--- config.mk ---
export PLATFORM = sky130hd
export DESIGN_NAME = shim_ads816x_adc_seq
export DESIGN_NICKNAME = d
export VERILOG_FILES = /design/src/rtl/shim_ads816x_adc_seq.sv
export SDC_FILE = /design/constraint.sdc
export NUM_CORES = 1
export LEC_CHECK = 0
export BUFFER_PORTS_ARGS = -buffer_cell sky130_fd_sc_hd__buf_2
export CAP_MARGIN = 20
export CORE_UTILIZATION = 58
export CTS_CLUSTER_DIAMETER = 30
export CTS_CLUSTER_SIZE = 28
export DETAILED_ROUTE_END_ITERATION = 8
export GPL_ROUTABILITY_DRIVEN = 0
export MAX_ROUTING_LAYER = met4
export PLACE_DENSITY = 0.8
export SLEW_MARGIN = 20
export SYNTH_ARGS = -nofsm -noshare
export SYNTH_HDL_FRONTEND = slang
export SYNTH_SLANG_ARGS = --single-unit
--- constraint.sdc ---
create_clock -name clk -period 2.7 [get_ports clk]
set_input_delay 0.135 -clock clk [delete_from_list [all_inputs] [get_ports clk]]
set_output_delay 0.135 -clock clk [all_outputs]
set_load 0.02 [all_outputs]
--- src/rtl/shim_ads816x_adc_seq.sv ---
// ADS816x on-the-fly frame sequencer: 16-cycle n_cs-low shifts,
// a latched n_cs-high gap, and channel-tagged results one frame late.
module shim_ads816x_adc_seq #(
  parameter logic [4:0] OTF_PREFIX = 5'b10100,
  parameter int         CMD_BITS   = 16
) (
  input  logic        clk,
  input  logic        rst,
  input  logic [7:0]  n_cs_high_time,
  input  logic        timing_ready,
  input  logic        cmd_valid,
  output logic        cmd_ready,
  input  logic [2:0]  cmd_channel,
  output logic        n_cs,
  output logic        sck_en,
  output logic        mosi,
  input  logic        miso,
  output logic [15:0] data,
  output logic [2:0]  data_channel,
  output logic        data_valid,
  output logic        busy,
  output logic        timing_err
);

  typedef enum logic [1:0] {
    S_IDLE, S_READY, S_SHIFT, S_CS_HIGH
  } state_t;

  localparam logic [3:0] LAST_BIT = 4'(CMD_BITS - 1);

  state_t      state, state_nx;
  logic [7:0]  n_lat, hi_cnt;
  logic [14:0] tx, rx;
  logic [15:0] word;
  logic [3:0]  bit_cnt;
  logic [2:0]  cur_ch, prev_ch;
  logic        have_prev, accept, last_bit, abort;

  assign word     = {OTF_PREFIX, cmd_channel, 8'h00};
  assign accept   = cmd_valid & cmd_ready;
  assign last_bit = bit_cnt == LAST_BIT;
  assign abort    = (state != S_IDLE) & ~timing_ready;

  always_ff @(posedge clk or posedge rst) begin
    if (rst) state <= S_IDLE;
    else     state <= state_nx;
  end

  always_comb begin
    state_nx = state;
    if (abort) begin
      state_nx = S_IDLE;
    end else begin
      unique case (state)
        S_IDLE:    if (timing_ready) state_nx = S_READY;
        S_READY:   if (accept) state_nx = S_SHIFT;
        S_SHIFT:
          if (last_bit)
            state_nx = (n_lat <= 8'd1) ? S_READY : S_CS_HIGH;
        S_CS_HIGH: if (hi_cnt == 8'd0) state_nx = S_READY;
        default:   state_nx = S_IDLE;
      endcase
    end
  end

  always_comb begin
    cmd_ready = (state == S_READY) & timing_ready;
    busy      = state != S_IDLE;
  end

  always_ff @(posedge clk or posedge rst) begin
    if (rst) begin
      n_cs         <= 1'b1;
      sck_en       <= 1'b0;
      mosi         <= 1'b0;
      data         <= '0;
      data_channel <= '0;
      data_valid   <= 1'b0;
      timing_err   <= 1'b0;
      have_prev    <= 1'b0;
      n_lat        <= '0;
      hi_cnt       <= '0;
      tx           <= '0;
      rx           <= '0;
      bit_cnt      <= '0;
      cur_ch       <= '0;
      prev_ch      <= '0;
    end else begin
      data_valid <= 1'b0;
      if (abort) begin
        n_cs       <= 1'b1;
        sck_en     <= 1'b0;
        mosi       <= 1'b0;
        have_prev  <= 1'b0;
        timing_err <= 1'b1;
      end else begin
        unique case (state)
          S_IDLE:
            if (timing_ready) begin
              n_lat     <= n_cs_high_time;
              have_prev <= 1'b0;
            end
          S_READY:
            if (accept) begin
              tx      <= word[14:0];
              cur_ch  <= cmd_channel;
              n_cs    <= 1'b0;
              sck_en  <= 1'b1;
              mosi    <= word[15];
              bit_cnt <= '0;
            end
          S_SHIFT: begin
            rx      <= {rx[13:0], miso};
            mosi    <= tx[14];
            tx      <= {tx[13:0], 1'b0};
            bit_cnt <= bit_cnt + 4'd1;
            if (last_bit) begin
              n_cs   <= 1'b1;
              sck_en <= 1'b0;
              mosi   <= 1'b0;
              // result shifted in now belongs to the previous command
              if (have_prev) begin
                data         <= {rx, miso};
                data_channel <= prev_ch;
                data_valid   <= 1'b1;
              end
              prev_ch   <= cur_ch;
              have_prev <= 1'b1;
              hi_cnt    <= n_lat - 8'd2;
            end
          end
          S_CS_HIGH: hi_cnt <= hi_cnt - 8'd1;
          default: ;
        endcase
      end
    end
  end

endmodule

==> run metrics <==
status=completed; internal power=0.00246 W; Crit. End Element=flop; Switching Fraction=34.2%; FF+latch count, synth=75; TritonCTS clock tree=done; total CTS buffers=9; DR pass1 iterations=4; core area=0.00564 mm²; CTS Buffer Depth=2; Final setup viols=0; cts-stage hold buffer count=1; GRT Resource Usage Total=23.6%; Slew headroom=55.9%; final core occ=70.4%; Tmin final=2210 ps; # rows=27; CP Launch Type=flop; register area share after synthesis=54.1%; Final Cell Area=0.00397 mm²; largest net degree at the start of global routing=47; num ports=42; Async S/R FF share, synth=100%; # diodes=0; hold_sp=n_cs_high_time[6]; H-tree depth=3; clk_lat worst skew=350 ps; max-cap viol count=0; Post-synth top flop=dfrtp_1; worst ir drop on vdd=576 µV; Crit path required time=2970 ps; top-area cell type share of the netlist area=53.4%; Clk network pwr share=26.5%; Initial Util=61.5%; FF-to-FF Start=state[0]$_DFFE_PP0P_; Final Hold Vio Count=0; worst-path fanout max=18; Hold Crit Class=in -> reg; first-pass GRT wire length=10.8 mm; worst-margin pin slew=661 ps; Vias=2,327; Flop pwr share=44.1%; DIE AREA=0.00630 mm²; Chip Height=79.3 µm; post-cts resize count=0; EDFF count, synth=0; Sink Count=75; switching power=0.00128 W; antenna viol nets, final=0; most frequent cell after synthesis=dfrtp_1; overall die width=79.3 µm; layout cell share with drive strength beyond 1=37.1%; area leader, netlist=dfrtp_1; # port buffers=41; Wirelength per Cell=15.6 µm; CTS clk-pin slew, worst paths=80 ps; area of placed instances=0.00373 mm²; Worst Setup SP=state[0]$_DFFE_PP0P_; vias in the first global route=2,258; gate count after technology mapping=284; arrival time at the worst endpoint=2480 ps; Comb power frac=29.5%; YS warnings=0; Post-Syn Nets=308; nets=353; setup skew after layout=13.0 ps; commonest cells in the synthesized netlist=dfrtp_1, mux2_2, nand2_1, o21ai_0, inv_1; unrepaired setup endpoints after global routing=no; post-synth cell types=54; period utilisation layout=82.0%; largest cells by area after synthesis=dfrtp_1, mux2_2, ha_1; via/cell ratio=5.73; total detailed-routing wirelength=6.32 mm; # DRC=0; Area growth syn-to-layout=14.5%; max-slew violations=0; cell area after synthesis=0.00347 mm²; Peak Freq=0.452 GHz; Post-DP HPWL=4.36 mm; Lkg Pwr=1.96 nW; P per Cell Area=940 mW/mm²; postcts setup bufs=0; DRT iter0 DRCs=179; Synth Area per Inst=12.2 µm²; Overflow after GRT=0; CTS root buffer=clkbuf_8; initial antenna violation count=0; setup TNS=0 ps; critical setup path kind=reg -> reg; Reg2Reg Setup Slack=490 ps
==> critical path, stage by stage (launching register included) <==
cell	delay (ps)
dfrtp_1	430
inv_1	90
ha_1	330
o21ai_4	560
o21a_1	420
o21ai_0	170
a21oi_1	150
==> power groups by stage <==
| stage | Sequential, W | Combinational, W | Clock [W] |
|---|---|---|---|
| 2_1_floorplan | 0.00162 | 0.000859 | 0 |
| 3_3_place_gp | 0.00165 | 0.00106 | 0 |
| 3_5_place_dp | 0.00167 | 0.00108 | 0 |
| 4_1_cts | 0.00165 | 0.00110 | 0.00100 |
| 5_1_grt | 0.00169 | 0.00121 | 0.00106 |
| 6_report | 0.00164 | 0.00110 | 0.000988 |
==> stage by stage <==
stage / setup slack, ps / hold WS, ps / cells / power (W)
floorplan: 657 / 268 / 284 / 0.00248
global placement: 621 / 254 / 389 / 0.00271
detailed placement: 540 / 261 / 389 / 0.00275
CTS: 497 / 8.25 / 406 / 0.00375
global route: 264 / 12.0 / 406 / 0.00395
finish: 486 / 18.0 / 406 / 0.00373
==> path summary, 6_finish.rpt <==
check / to / depth (start not counted)
worst min register to register: timing_err$_DFFE_PP0P_ / 1
worst max-delay path: bit_cnt[3]$_DFFE_PP0P_ / 6
worst min-delay path: n_lat[6]$_DFFE_PP0P_ / 2
worst max register to register: bit_cnt[3]$_DFFE_PP0P_ / 6
max in group asynchronous: n_cs$_DFFE_PP1P_ / 4
min in group asynchronous: data[9]$_DFFE_PP0P_ / 3
==> registers in the layout, summed over array words and instances (netlist names), 2 cells and up <==
| register | cells |
|---|---|
| state | 2 |
| n_lat | 8 |
| bit_cnt | 4 |
| data | 16 |
| tx | 7 |
| data_channel | 3 |
| hi_cnt | 8 |
| cur_ch | 3 |
| prev_ch | 3 |
| rx | 15 |
==> logic make-up after synthesis <==
kind of cell             share of synthesized area (%)
flip-flops                                        54.1
AND/OR/NAND/NOR                                   11.3
multiplexers                                      18.0
AO/OA/AOI/OAI                                     9.16
buffers and inverters                             3.50
adder cells (fa/ha/maj)                           2.89
XOR/XNOR                                          1.01
==> per-layer routing <==
layer  share of wire [%]  track usage (%)  vias to the layer above
li1                    -                -                     1112
met1                  47             31.8                     1133
met2                  47             34.1                       72
met3                 4.6             5.40                       10
met4                 1.7             10.7                        0
met5                   0                -                        -
==> layout by cell type (no fill, tap or decap), types with 2 or more instances in the layout <==
cell type	synthesis	routed
nor4_2	2	2
mux2_1	2	2
nor3_1	5	5
mux2_2	49	49
or3_1	2	2
inv_1	13	12
o31ai_1	2	2
bufinv_16	0	2
a31oi_1	2	2
a211oi_2	2	2
buf_2	4	41
a21oi_1	7	7
mux2i_1	5	5
nor2_2	2	2
a22o_1	2	2
nand3_1	10	10
o31a_1	2	2
a21o_1	2	2
nand2b_1	4	4
o21ai_0	16	16
buf_4	3	2
nand2_1	22	22
o21a_1	2	2
nor4_1	3	3
nor2_1	8	8
ha_1	8	8
dfrtp_1	74	74
clkbuf_8	0	10
xor2_1	3	3
==> final cells by class <==
class,count,area [µm²]
fill,405,1670
sequential,75,1880
clock buffer,10,138
inverter,13,48.8
timing repair buffer,45,250
tap,72,90.1
clock inverter,6,96.3
multi-input combinational,185,1470
Note: power is estimated with default switching activity, not from simulation.
